$ cat src/rtl/stk_pipe_sch.sv
`default_nettype none
// ============================================================================
// Module      : stk_pipe_sch
// Description : Command scheduler at the head of the stack pipeline. Shares
//               the single pipeline between ENGS_N engines using round-robin
//               arbitration, with at most one in-flight command per engine.
//               PUSH is only granted while the allocator can supply a
//               pointer. The winning command is registered into the LK stage.
//               Optional starvation override: define STK_PIPE_SCH_STARVE_EN.
// Ports       : clk, rst               clock / synchronous active-high reset
//               i_cmd_opcode/i_cmd_dat per-engine command (NOP = no request)
//               o_cmd_ack              one-hot same-cycle accept
//               i_al_empty_r/i_al_busy allocator status, o_al_alloc strobe
//               i_rsp_vld              per-engine retire
//               o_lk_*_r               registered LK-stage command
//               o_eng_busy_r           per-engine in-flight flag
// Revision    : 1.0  initial release
// ============================================================================
module stk_pipe_sch #(
    parameter int ENGS_N   = 4,
    parameter int OPC_W    = 2,
    parameter int DAT_W    = 128,
    parameter int STARVE_N = 8
) (
    input  logic                       clk,
    input  logic                       rst,
    input  logic [ENGS_N*OPC_W-1:0]    i_cmd_opcode,
    input  logic [ENGS_N*DAT_W-1:0]    i_cmd_dat,
    output logic [ENGS_N-1:0]          o_cmd_ack,
    input  logic                       i_al_empty_r,
    input  logic                       i_al_busy,
    output logic                       o_al_alloc,
    input  logic [ENGS_N-1:0]          i_rsp_vld,
    output logic                       o_lk_vld_r,
    output logic [$clog2(ENGS_N)-1:0]  o_lk_engid_r,
    output logic [OPC_W-1:0]           o_lk_opcode_r,
    output logic                       o_lk_dat_vld_r,
    output logic [DAT_W-1:0]           o_lk_dat_r,
    output logic [ENGS_N-1:0]          o_eng_busy_r
);

    localparam int             c_ID_W     = $clog2(ENGS_N);
    localparam logic [OPC_W-1:0] c_OPC_NOP  = '0;
    localparam logic [OPC_W-1:0] c_OPC_PUSH = OPC_W'(1);

    // Elaboration-time parameter sanity checks.
    if (ENGS_N < 2) begin : g_bad_engs
        $error("stk_pipe_sch: ENGS_N must be >= 2");
    end
    if (STARVE_N < 1) begin : g_bad_starve
        $error("stk_pipe_sch: STARVE_N must be >= 1");
    end

    logic [c_ID_W-1:0] r_rr_ptr;
    logic [ENGS_N-1:0] w_req;
    logic [ENGS_N-1:0] w_elig;
    logic              w_gnt_vld;
    logic [c_ID_W-1:0] w_gnt_id;
    logic [ENGS_N-1:0] w_gnt_oh;
    logic [OPC_W-1:0]  w_gnt_opc;
    logic [DAT_W-1:0]  w_gnt_dat;
    logic              w_push_ok;

    assign w_push_ok = !i_al_empty_r && !i_al_busy;

    // A request exists whenever an idle engine presents a non-NOP opcode;
    // eligibility additionally blocks PUSH while the allocator cannot serve it.
    always_comb begin
        w_req  = '0;
        w_elig = '0;
        for (int e = 0; e < ENGS_N; e++) begin
            w_req[e]  = (i_cmd_opcode[e*OPC_W +: OPC_W] != c_OPC_NOP) && !o_eng_busy_r[e];
            w_elig[e] = w_req[e] &&
                        ((i_cmd_opcode[e*OPC_W +: OPC_W] != c_OPC_PUSH) || w_push_ok);
        end
    end

`ifdef STK_PIPE_SCH_STARVE_EN
    localparam int c_CNT_W = $clog2(STARVE_N + 1);
    logic [c_CNT_W-1:0] r_starve [ENGS_N];
`endif

    // Arbiter: first eligible engine scanning upward from r_rr_ptr (mod N).
    always_comb begin
        logic [c_ID_W:0] w_sum;
        w_gnt_vld = 1'b0;
        w_gnt_id  = '0;
        w_sum     = '0;
        for (int k = 0; k < ENGS_N; k++) begin
            w_sum = {1'b0, r_rr_ptr} + (c_ID_W+1)'(k);
            if (w_sum >= (c_ID_W+1)'(ENGS_N)) begin
                w_sum = w_sum - (c_ID_W+1)'(ENGS_N);
            end
            if (!w_gnt_vld && w_elig[w_sum[c_ID_W-1:0]]) begin
                w_gnt_vld = 1'b1;
                w_gnt_id  = w_sum[c_ID_W-1:0];
            end
        end
`ifdef STK_PIPE_SCH_STARVE_EN
        // Starved eligible engines pre-empt round-robin; descending scan so
        // the lowest index is the one left standing.
        for (int e = ENGS_N - 1; e >= 0; e--) begin
            if (w_elig[e] && (r_starve[e] >= c_CNT_W'(STARVE_N))) begin
                w_gnt_vld = 1'b1;
                w_gnt_id  = c_ID_W'(e);
            end
        end
`endif
        if (rst) begin
            w_gnt_vld = 1'b0;
        end
    end

    assign w_gnt_oh   = w_gnt_vld ? (ENGS_N'(1) << w_gnt_id) : '0;
    assign w_gnt_opc  = i_cmd_opcode[w_gnt_id*OPC_W +: OPC_W];
    assign w_gnt_dat  = i_cmd_dat[w_gnt_id*DAT_W +: DAT_W];
    assign o_cmd_ack  = w_gnt_oh;
    assign o_al_alloc = w_gnt_vld && (w_gnt_opc == c_OPC_PUSH);

    always_ff @(posedge clk) begin
        if (rst) begin
            r_rr_ptr       <= '0;
            o_lk_vld_r     <= 1'b0;
            o_lk_engid_r   <= '0;
            o_lk_opcode_r  <= '0;
            o_lk_dat_vld_r <= 1'b0;
            o_lk_dat_r     <= '0;
            o_eng_busy_r   <= '0;
        end else begin
            o_lk_vld_r <= w_gnt_vld;
            if (w_gnt_vld) begin
                r_rr_ptr       <= (w_gnt_id == c_ID_W'(ENGS_N - 1)) ? '0 : w_gnt_id + 1'b1;
                o_lk_engid_r   <= w_gnt_id;
                o_lk_opcode_r  <= w_gnt_opc;
                o_lk_dat_vld_r <= (w_gnt_opc == c_OPC_PUSH);
                if (w_gnt_opc == c_OPC_PUSH) begin
                    o_lk_dat_r <= w_gnt_dat;
                end
            end
            // Per-engine IDLE/BUSY state; a response on an idle engine has no
            // effect because the mask only clears bits that are already set.
            o_eng_busy_r <= (o_eng_busy_r & ~i_rsp_vld) | w_gnt_oh;
        end
    end

`ifdef STK_PIPE_SCH_STARVE_EN
    always_ff @(posedge clk) begin
        for (int e = 0; e < ENGS_N; e++) begin
            if (rst || !w_req[e] || w_gnt_oh[e]) begin
                r_starve[e] <= '0;
            end else if (r_starve[e] != c_CNT_W'(STARVE_N)) begin
                r_starve[e] <= r_starve[e] + 1'b1;
            end
        end
    end
`endif

    a_rsp_on_idle : assert property (@(posedge clk) disable iff (rst)
        !(|(i_rsp_vld & ~o_eng_busy_r)))
        else $warning("stk_pipe_sch: response on idle engine ignored, mask=%b",
                      i_rsp_vld & ~o_eng_busy_r);

endmodule
`default_nettype wire

$ cat config.mk
export PLATFORM = sky130hd
export DESIGN_NAME = stk_pipe_sch
export DESIGN_NICKNAME = d
export VERILOG_FILES = /design/src/rtl/stk_pipe_sch.sv
export SDC_FILE = /design/constraint.sdc
export NUM_CORES = 1
export LEC_CHECK = 0
export CAP_MARGIN = 20
export CORE_AREA = 2 2 257 259
export CTS_CLUSTER_SIZE = 12
export DETAILED_ROUTE_END_ITERATION = 16
export DIE_AREA = 0 0 259 261
export HOLD_SLACK_MARGIN = 0.02
export SYNTH_ARGS = -nofsm -noshare
export SYNTH_HDL_FRONTEND = slang
export SYNTH_SLANG_ARGS = --single-unit
$ cat constraint.sdc
create_clock -name clk -period 9.6 [get_ports clk]
set_clock_uncertainty 0.15 [all_clocks]
set_input_delay 1.92 -clock clk [delete_from_list [all_inputs] [get_ports clk]]
set_output_delay 1.92 -clock clk [all_outputs]
set_load 0.1 [all_outputs]
==> results of run 1 <==
[power by group through the flow]
stage | Clock, W | Combinational, W | Sequential, W
after floorplan | 0 | 0.00176 | 0.00285
after global placement | 0 | 0.00486 | 0.000993
after detailed placement | 0 | 0.00489 | 0.00100
after CTS | 0.000769 | 0.00491 | 0.000994
after global routing | 0.000790 | 0.00511 | 0.00103
final | 0.000729 | 0.00488 | 0.000993
[cell usage in the layout, fill, tap and decap left out, types with 8 or more instances in the layout]
| cell type | count |
|---|---|
| a211oi_1 | 130 |
| clkdlybuf4s50_1 | 665 |
| a21oi_1 | 8 |
| buf_4 | 18 |
| nor2_1 | 8 |
| mux2i_1 | 128 |
| nand2b_1 | 128 |
| dfxtp_1 | 140 |
| and3_1 | 129 |
| a311o_1 | 128 |
| nand2_1 | 263 |
| clkbuf_16 | 17 |
[worst paths after layout]
| kind | depth (start not counted) | slack (ns) | to |
|---|---|---|---|
| setup / recovery | 9 | 1.88 | o_cmd_ack[1] |
| hold / removal | 2 | 0.31 | o_lk_opcode_r[1] |
| setup reg to reg | 9 | 5.51 | o_lk_dat_r[117] |
| hold reg to reg | 2 | 0.31 | o_lk_opcode_r[1] |
[through the flow]
step                utilization  power, W  hold slack, ns  worst slack (ns)  std cells
floorplan                     -   0.00461           0.312             0.813       1247
global placement          0.266   0.00585           0.301              1.96       2653
detailed placement        0.266   0.00589           0.301              1.92       2653
CTS                       0.276   0.00667           0.308              1.91       2685
global route              0.276   0.00693           0.339              1.73       2685
finish                    0.276   0.00660           0.309              1.88       2687
[cells in the mapped netlist, drive strengths merged, types with 6 or more instances]
master / n
clkbuf: 111
and3: 129
a21oi: 9
a311o: 128
buf: 32
dfxtp: 140
inv: 6
nor2: 8
mux2i: 128
nand2b: 128
a211oi: 130
nand2: 264
[cells by family after synthesis]
family,synth area share
flops,0.280
simple gates,0.273
buf+inv,0.0685
mux,0.133
compound gates,0.241
fa+ha+maj,0.00500
[worst max-delay path: cells and delay by family]
| kind | cells | cell delay [ns] |
|---|---|---|
| buffers and inverters | 3 | 2.04 |
| adder cells (fa/ha/maj) | 1 | 0.26 |
| AND/OR/NAND/NOR | 2 | 0.58 |
| AO/OA/AOI/OAI | 3 | 0.83 |
[registers in the layout (all words and copies together) (netlist names)]
name and flops:
o_lk_dat_r 128, o_lk_opcode_r 2, o_lk_engid_r 2, o_eng_busy_r 4, r_rr_ptr 2, o_lk_dat_vld_r 1, o_lk_vld_r 1
[layer usage]
metal / part of all wire / global-route usage / vias to the layer above
met5: 0.0012 / 0 / -
li1: - / - / 5716
met2: 0.49 / 0.244 / 571
met4: 0.035 / 0.0663 / 8
met3: 0.079 / 0.0420 / 92
met1: 0.40 / 0.155 / 5684
[layout make-up]
cell class | count | area, um^2 | area share
inverter | 6 | 32.5 | 0.00181
clock buffer | 19 | 443 | 0.0247
multi-input combinational | 958 | 6560 | 0.366
tap | 864 | 1080 | 0.0603
clock inverter | 13 | 188 | 0.0105
antenna | 2 | 5.00 | 0.000279
timing repair buffer | 685 | 6820 | 0.380
sequential | 140 | 2800 | 0.156
==> metrics, run 1 <==
die area 0.0676 mm^2; sequential share of power 0.150; Max Clk Rate 130 MHz; top_reg_cell synth dfxtp_1; clock network power share 0.110; Synth top area share 0.280; combinational share of power 0.739; critical path fanouts, max 94; total CTS buffers 17; worst-margin pin slew 1.12 ns; largest net degree at the start of global routing 95; Pre-Repair DR Iteration Count 5; CP Class input port to output pin; TNS Setup 0 ns; Synth Cell Area 0.0100 mm^2; Startpoint Class input port; die width 259 um; RePlAce Congestion 0.927; Max Cap Viol 0; final period demand of the worst path 7.72 ns; top cell type by total area after synthesis dfxtp_1; RSZ-0062 raised after global routing no; pwr dens 368 mW/mm^2; Worst path most repeated cell clkdlybuf4s50_1; final wirelength 50.6 mm; Seq cells post-synth 140; Post-synth EDFFs 0; total nets after synthesis 1779; DIE HEIGHT 261 um; I/O Pins 671; Worst Setup End Kind output pin; sw power 0.00391 W; share of cells above drive strength 1 0.0340; crit path cell chain clkdlybuf4s50_1 -> or3b_1 -> a21oi_2 -> o22ai_1 -> a211o_2 -> inv_8 -> ha_1 -> and2_1 -> clkdlybuf4s50_1; TritonCTS clock tree done; Int Power 0.00269 W; FF-to-FF Start o_eng_busy_r[2]; Post-CTS Hold Buffers 0; max incr delay on CP 1.13 ns; run status finished, final reports clean; I/O Buffers 670; routed length per instance 18.8 um; htree depth 4; number of synthesis warnings 0; cells after synthesis 1247; final hold violations 0; area post-placement 0.0173 mm^2; DRC 0; Avg Cell Area, Syn 8.03 um^2; Antenna Nets Post-Route 0; total number of vias 12100; first-pass GRT wire length 72.2 mm; dpl hpwl 37.4 mm; CTS Buffer Depth 2; Layout area overhead 79.2%; max-slew violations 0; Peak supply drop 0.000179 V; Worst slew margin 0.252; Post-CTS Setup Bufs 0; Total Routing Usage GR 0.140; later-pin clock latency in the skew report 0.46 ns; nets 2340; effective utilization at floorplan 0.154; required time of the critical path 7.53 ns; HP Start o_lk_opcode_r[1]; fin crit share 0.804; GR Overflow Total 0; num rows 94; Async SR Flop Fraction 0; switching share of power 0.593; CP max-delay cell clkdlybuf4s50_1; Synth area leaders dfxtp_1, a311o_1, mux2i_1; clk slew on worst S/H paths 0.06 ns; leakage 7.12 nW; register area share after synthesis 0.280; final setup fails 0; placeable core area 0.0650 mm^2; CTS Root Cell clkbuf_16; clock sinks 140; synth unique cells 36; initial antenna violation count 5; Data arrival, critical path 5.65 ns; fill cell count 6909; vias per cell 4.49; vias in the first global route 12000; final instance area 0.0179 mm^2; post-CTS resize count 0; drt initial violations 684; worst min path class register to register; CP startpoint i_al_empty_r
No activity file was read; power rests on OpenSTA's default activity.
==> run 2: changes to the inputs <==
--- a/config.mk
+++ b/config.mk
@@ -6,10 +6,10 @@
 export NUM_CORES = 1
 export LEC_CHECK = 0
 export CAP_MARGIN = 20
-export CORE_AREA = 2 2 257 259
+export CORE_AREA = 2 2 259 261
 export CTS_CLUSTER_SIZE = 12
 export DETAILED_ROUTE_END_ITERATION = 16
-export DIE_AREA = 0 0 259 261
+export DIE_AREA = 0 0 261 263
 export HOLD_SLACK_MARGIN = 0.02
 export SYNTH_ARGS = -nofsm -noshare
 export SYNTH_HDL_FRONTEND = slang
==> constraint.sdc (replaced) <==
create_clock -name clk -period 6.7 [get_ports clk]
set_clock_uncertainty 0.15 [all_clocks]
set_input_delay 1.34 -clock clk [delete_from_list [all_inputs] [get_ports clk]]
set_output_delay 1.34 -clock clk [all_outputs]
set_load 0.1 [all_outputs]
==> metrics, run 2 (synthesized netlist as in run 1, its figures left out) <==
Multi-input gate area 0.00657 mm^2 (was 0.00656 mm^2); RSZ-0062 raised after global routing no (unchanged); critical path fanouts, max 40 (was 94); largest net degree at the start of global routing 98 (was 95); switching share of power 0.596 (was 0.593); routed length per instance 18.9 um (was 18.8 um); pwr dens 529 mW/mm^2 (was 368 mW/mm^2); Worst slew margin 0.248 (was 0.252); TritonCTS clock tree done (unchanged); clk slew on worst S/H paths 0.06 ns (about the same); total number of vias 12100 (about the same); Data arrival, critical path 4.53 ns (was 5.65 ns); sw power 0.00569 W (was 0.00391 W); register area 0.00280 mm^2 (unchanged); GR Overflow Total 0 (unchanged); sequential share of power 0.151 (was 0.150); required time of the critical path 5.21 ns (was 7.53 ns); Hold WS 0.321 ns (was 0.309 ns); CP Class input port to output pin (unchanged); Int Power 0.00386 W (was 0.00269 W); placeable core area 0.0656 mm^2 (was 0.0650 mm^2); Max Cap Viol 0 (unchanged); leakage 7.20 nW (was 7.12 nW); Total Routing Usage GR 0.140 (about the same); Layout area overhead 80.5% (was 79.2%); Pre-Repair DR Iteration Count 5 (unchanged); top flop regs o_lk_dat_r (128), o_eng_busy_r (4) (unchanged); DIE HEIGHT 263 um (was 261 um); nets 2351 (was 2340); CTS Root Cell clkbuf_16 (unchanged); first-pass GRT wire length 72.8 mm (was 72.2 mm); CTS Buffer Depth 2 (unchanged); Startpoint Class input port (unchanged); I/O Buffers 670 (unchanged); final wirelength 50.9 mm (was 50.6 mm); Post-CTS Setup Bufs 0 (unchanged); run status finished, final reports clean (unchanged); most frequent cells in the layout clkdlybuf4s50_1, nand2_1, dfxtp_1 (unchanged); die width 261 um (was 259 um); vias in the first global route 12100 (was 12000); clock sinks 140 (unchanged); Largest register FFs 128 (unchanged); total CTS buffers 17 (unchanged); Antenna Nets Post-Route 0 (unchanged); num rows 94 (unchanged); worst-margin pin slew 1.12 ns (about the same); Reg with most FFs o_lk_dat_r (unchanged); total power 0.00955 W (was 0.00660 W); worst min path class register to register (unchanged); share of cells above drive strength 1 0.0448 (was 0.0340); I/O Pins 671 (unchanged); vias per cell 4.50 (was 4.49); most common cell after layout, fill and taps aside clkdlybuf4s50_1 (unchanged); clock network power share 0.105 (was 0.110); max incr delay on CP 0.58 ns (was 1.13 ns); final period demand of the worst path 6.02 ns; Worst path depth 9 (unchanged); max-slew violations 0 (unchanged); post-CTS resize count 0 (unchanged); final setup fails 0 (unchanged); die area 0.0686 mm^2 (was 0.0676 mm^2); dpl cells 2664 (was 2653); combinational share of power 0.744 (was 0.739); Post-CTS Hold Buffers 0 (unchanged); worst path buffer plus inverter count 3 (unchanged); DRC 0 (unchanged); TNS Setup 0 ns (unchanged); CP max-delay cell mux4_2 (was clkdlybuf4s50_1); initial antenna violation count 1 (was 5); htree depth 4 (unchanged); Peak supply drop 0.000183 V (was 0.000179 V); Max Clk Rate 166 MHz; fill cell count 6891 (was 6909); drt initial violations 671 (was 684); RePlAce Congestion 0.895 (was 0.927); worst reg-to-reg path cell count 9 (unchanged); crit path cell chain clkdlybuf4s50_1 -> or3b_1 -> a21oi_2 -> o22ai_1 -> a211o_2 -> inv_8 -> mux4_2 -> nor4b_2 -> buf_12 (was clkdlybuf4s50_1 -> or3b_1 -> a21oi_2 -> o22ai_1 -> a211o_2 -> inv_8 -> ha_1 -> and2_1 -> clkdlybuf4s50_1); Worst Setup End Kind output pin (unchanged); Non-Filler Instances 2697 (was 2687); later-pin clock latency in the skew report 0.47 ns (was 0.46 ns); fin crit share 0.898; effective utilization at floorplan 0.153 (was 0.154); hold path depth 2 (unchanged); dpl hpwl 39.2 mm (was 37.4 mm); Crit path max-delay family buffers and inverters (unchanged); R2R setup slack 2.86 ns (was 5.51 ns); final hold violations 0 (unchanged)
run 2: cell count changes in the layout (fill, tap and decap cells not counted), sizes merged:
cell and delta:
inv +2, buf +19, bufinv -2, clkdlybuf4s50 -8
diode -1, clkinv +1, clkinvlp -1
run 2: final cells by class:
| class | instances | area share |
|---|---|---|
| clock buffer | 19 | 0.0245 |
| multi-input combinational | 958 | 0.364 |
| timing repair buffer | 696 | 0.386 |
| tap | 864 | 0.0599 |
| inverter | 6 | 0.00194 |
| antenna | 1 | 0.000139 |
| clock inverter | 13 | 0.00866 |
| sequential | 140 | 0.155 |
run 2: final timing paths:
check,start,end
setup reg to reg,o_eng_busy_r[0],o_lk_dat_r[123]
hold / removal,o_lk_opcode_r[0],o_lk_opcode_r[0]
hold reg to reg,o_lk_opcode_r[0],o_lk_opcode_r[0]
setup / recovery,i_cmd_opcode[2],o_al_alloc
run 2: through the flow:
stage | utilization | worst slack [ns] | cell area [um^2]
global route | 0.275 | 0.598 | 18100
detailed placement | 0.266 | 0.702 | 17500
finish | 0.275 | 0.683 | 18100
floorplan | - | 0.471 | 10000
CTS | 0.275 | 0.687 | 18100
global placement | 0.265 | 0.737 | 17400
run 2: worst register-to-register path, delay by kind of cell, from the launching register on:
family                 cells  cell delay, ns
DFF                        1            0.32
muxes                      1            0.11
AOI/OAI and AO/OA          4            1.37
and+or+nand+nor            1            0.40
buffers and inverters      3            1.44
run 2: layer usage:
metal / GRT usage / routed length [um]
met4: 0.0471 / 1240
met3: 0.0411 / 4460
met2: 0.249 / 24900
met5: 0 / 0
met1: 0.157 / 20300
run 2: power by group through the flow:
stage / Combinational [W] / Clock [W] / Sequential [W]
final: 0.00710 / 0.00100 / 0.00145
after global routing: 0.00743 / 0.00109 / 0.00150
after CTS: 0.00713 / 0.00105 / 0.00145
after detailed placement: 0.00711 / 0 / 0.00147
after global placement: 0.00703 / 0 / 0.00146
after floorplan: 0.00253 / 0 / 0.00408
==> run 3: changes to the inputs <==
--- a/config.mk
+++ b/config.mk
@@ -11,6 +11,8 @@
 export DETAILED_ROUTE_END_ITERATION = 16
 export DIE_AREA = 0 0 261 263
 export HOLD_SLACK_MARGIN = 0.02
+export MAX_ROUTING_LAYER = met4
 export SYNTH_ARGS = -nofsm -noshare
 export SYNTH_HDL_FRONTEND = slang
 export SYNTH_SLANG_ARGS = --single-unit
+export TNS_END_PERCENT = 30
==> metrics, run 3 (synthesized netlist as in run 1, its figures left out) <==
run status finished, final reports clean (unchanged); fin util 0.275 (unchanged); critical path fanouts, max 40 (unchanged); required time of the critical path 5.21 ns (about the same); Post-CTS Setup Bufs 0 (unchanged); Max Cap Viol 0 (unchanged); worst min path class register to register (unchanged); drt initial violations 673 (was 671); most common cell after layout, fill and taps aside clkdlybuf4s50_1 (unchanged); CTS Root Cell clkbuf_16 (unchanged); I/O Pins 671 (unchanged); vias in the first global route 12200 (was 12100); final setup fails 0 (unchanged); final wirelength 50.9 mm (about the same); num rows 94 (unchanged); R2R setup slack 2.83 ns (was 2.86 ns); share of cells above drive strength 1 0.0448 (unchanged); RePlAce Congestion 0.910 (was 0.895); Worst slew margin 0.252 (was 0.248); vias per cell 4.50 (about the same); Post-CTS Hold Buffers 0 (unchanged); max incr delay on CP 0.58 ns (about the same); worst-margin pin slew 1.12 ns (about the same); pwr dens 529 mW/mm^2 (about the same); Worst Setup End Kind output pin (unchanged); nets 2351 (unchanged); area post-placement 0.0175 mm^2 (unchanged); CP max-delay cell mux4_2 (unchanged); Hold WS 0.321 ns (about the same); clock sinks 140 (unchanged); effective utilization at floorplan 0.153 (unchanged); final instance area 0.0181 mm^2 (unchanged); Worst path depth 9 (unchanged); switching share of power 0.596 (about the same); I/O Buffers 670 (unchanged); TNS Setup 0 ns (unchanged); clock network power share 0.105 (about the same); clk slew on worst S/H paths 0.06 ns (about the same); Pre-Repair DR Iteration Count 5 (unchanged); leakage 7.20 nW (unchanged); die width 261 um (unchanged); crit path cell chain clkdlybuf4s50_1 -> or3b_1 -> a21oi_2 -> o22ai_1 -> a211o_2 -> inv_8 -> mux4_2 -> nor4b_2 -> buf_12 (unchanged); dpl hpwl 39.2 mm (unchanged); combinational share of power 0.743 (was 0.744); CP startpoint i_cmd_opcode[2] (unchanged); GR Overflow Total 0 (unchanged); TritonCTS clock tree done (unchanged); Reg with most FFs o_lk_dat_r (unchanged); Data arrival, critical path 4.51 ns (was 4.53 ns); die area 0.0686 mm^2 (unchanged); final hold violations 0 (unchanged); Antenna Nets Post-Route 0 (unchanged); Total Routing Usage GR 0.144 (was 0.140); total number of vias 12100 (about the same); fin crit share 0.896 (was 0.898); first-pass GRT wire length 72.7 mm (was 72.8 mm); Max Clk Rate 167 MHz (was 166 MHz); worst path buffer plus inverter count 3 (unchanged); top flop regs o_lk_dat_r (128), o_eng_busy_r (4) (unchanged); htree depth 4 (unchanged); later-pin clock latency in the skew report 0.47 ns (about the same); RSZ-0062 raised after global routing no (unchanged); Layout area overhead 80.5% (unchanged); FF-to-FF Start o_eng_busy_r[0] (unchanged); largest net degree at the start of global routing 98 (unchanged); worst reg-to-reg path cell count 9 (unchanged); most frequent cells in the layout clkdlybuf4s50_1, nand2_1, dfxtp_1 (unchanged); dpl cells 2664 (unchanged); routed length per instance 18.9 um (about the same); Crit path max-delay family buffers and inverters (unchanged); placeable core area 0.0656 mm^2 (unchanged); total CTS buffers 17 (unchanged); Non-Filler Instances 2697 (unchanged); Peak supply drop 0.000184 V (was 0.000183 V); Largest register FFs 128 (unchanged); sw power 0.00569 W (about the same); DRC 0 (unchanged); Startpoint Class input port (unchanged); final period demand of the worst path 6.00 ns (was 6.02 ns); sequential share of power 0.151 (about the same); CP Class input port to output pin (unchanged); Int Power 0.00386 W (about the same); DIE HEIGHT 263 um (unchanged); CP endpoint o_al_alloc (unchanged); initial antenna violation count 0 (was 1); CTS Buffer Depth 2 (unchanged); max-slew violations 0 (unchanged); post-CTS resize count 0 (unchanged); RR Endpoint o_lk_dat_r[123] (unchanged)
==> run 3: cell counts in the layout (fill, tap and decap cells not counted) <==
Identical to the previous run, type by type.
==> run 3: worst min path at each step <==
stage                           startpoint                to  slack (ns)  cells after the start
after floorplan                r_rr_ptr[0]       r_rr_ptr[0]        0.31                      2
after global placement    o_lk_opcode_r[0]  o_lk_opcode_r[0]        0.29                      2
after detailed placement  o_lk_opcode_r[0]  o_lk_opcode_r[0]        0.31                      2
after CTS                 o_lk_opcode_r[0]  o_lk_opcode_r[0]        0.32                      2
after global routing        o_lk_dat_r[67]    o_lk_dat_r[67]        0.35                      2
final                     o_lk_opcode_r[0]  o_lk_opcode_r[0]        0.32                      2
==> run 3: per-stage QoR <==
step	total power (W)	setup slack, ns
after global placement	0.00848	0.737
after detailed placement	0.00858	0.702
after CTS	0.00964	0.687
after global routing	0.0100	0.594
after floorplan	0.00661	0.471
final	0.00956	0.697
==> run 3: routing by layer <==
metal / part of all wire / global-route usage / wire length (um) / up-vias
met4: 0.025 / 0.0471 / 1270 / 0
li1: - / - / - / 5742
met5: 0 / - / 0 / -
met1: 0.40 / 0.158 / 20200 / 5708
met3: 0.088 / 0.0384 / 4490 / 56
met2: 0.49 / 0.250 / 24900 / 622
==> run 3: final cells by class <==
cell class | instances | area (um^2)
antenna | 1 | 2.50
clock buffer | 19 | 443
clock inverter | 13 | 156
fill | 6891 | 47600
inverter | 6 | 35.0
multi-input combinational | 958 | 6570
sequential | 140 | 2800
tap | 864 | 1080
timing repair buffer | 696 | 6980
==> run 3: power groups by stage <==
stage               Sequential (W)  Combinational [W]  Clock (W)
floorplan                  0.00408            0.00253          0
global route               0.00150            0.00743    0.00108
detailed placement         0.00147            0.00711          0
CTS                        0.00145            0.00713    0.00105
global placement           0.00146            0.00703          0
finish                     0.00145            0.00710    0.00100
==> run 3: worst register-to-register path: stages (launching register included) <==
cell and delay [ns]:
dfxtp_1 0.32, inv_1 0.17, o211ai_1 0.16, o21ba_4 0.41, nand2_4 0.41, buf_4 0.50, buf_4 0.79, a211oi_1 0.41
a311o_1 0.39, mux2i_1 0.11
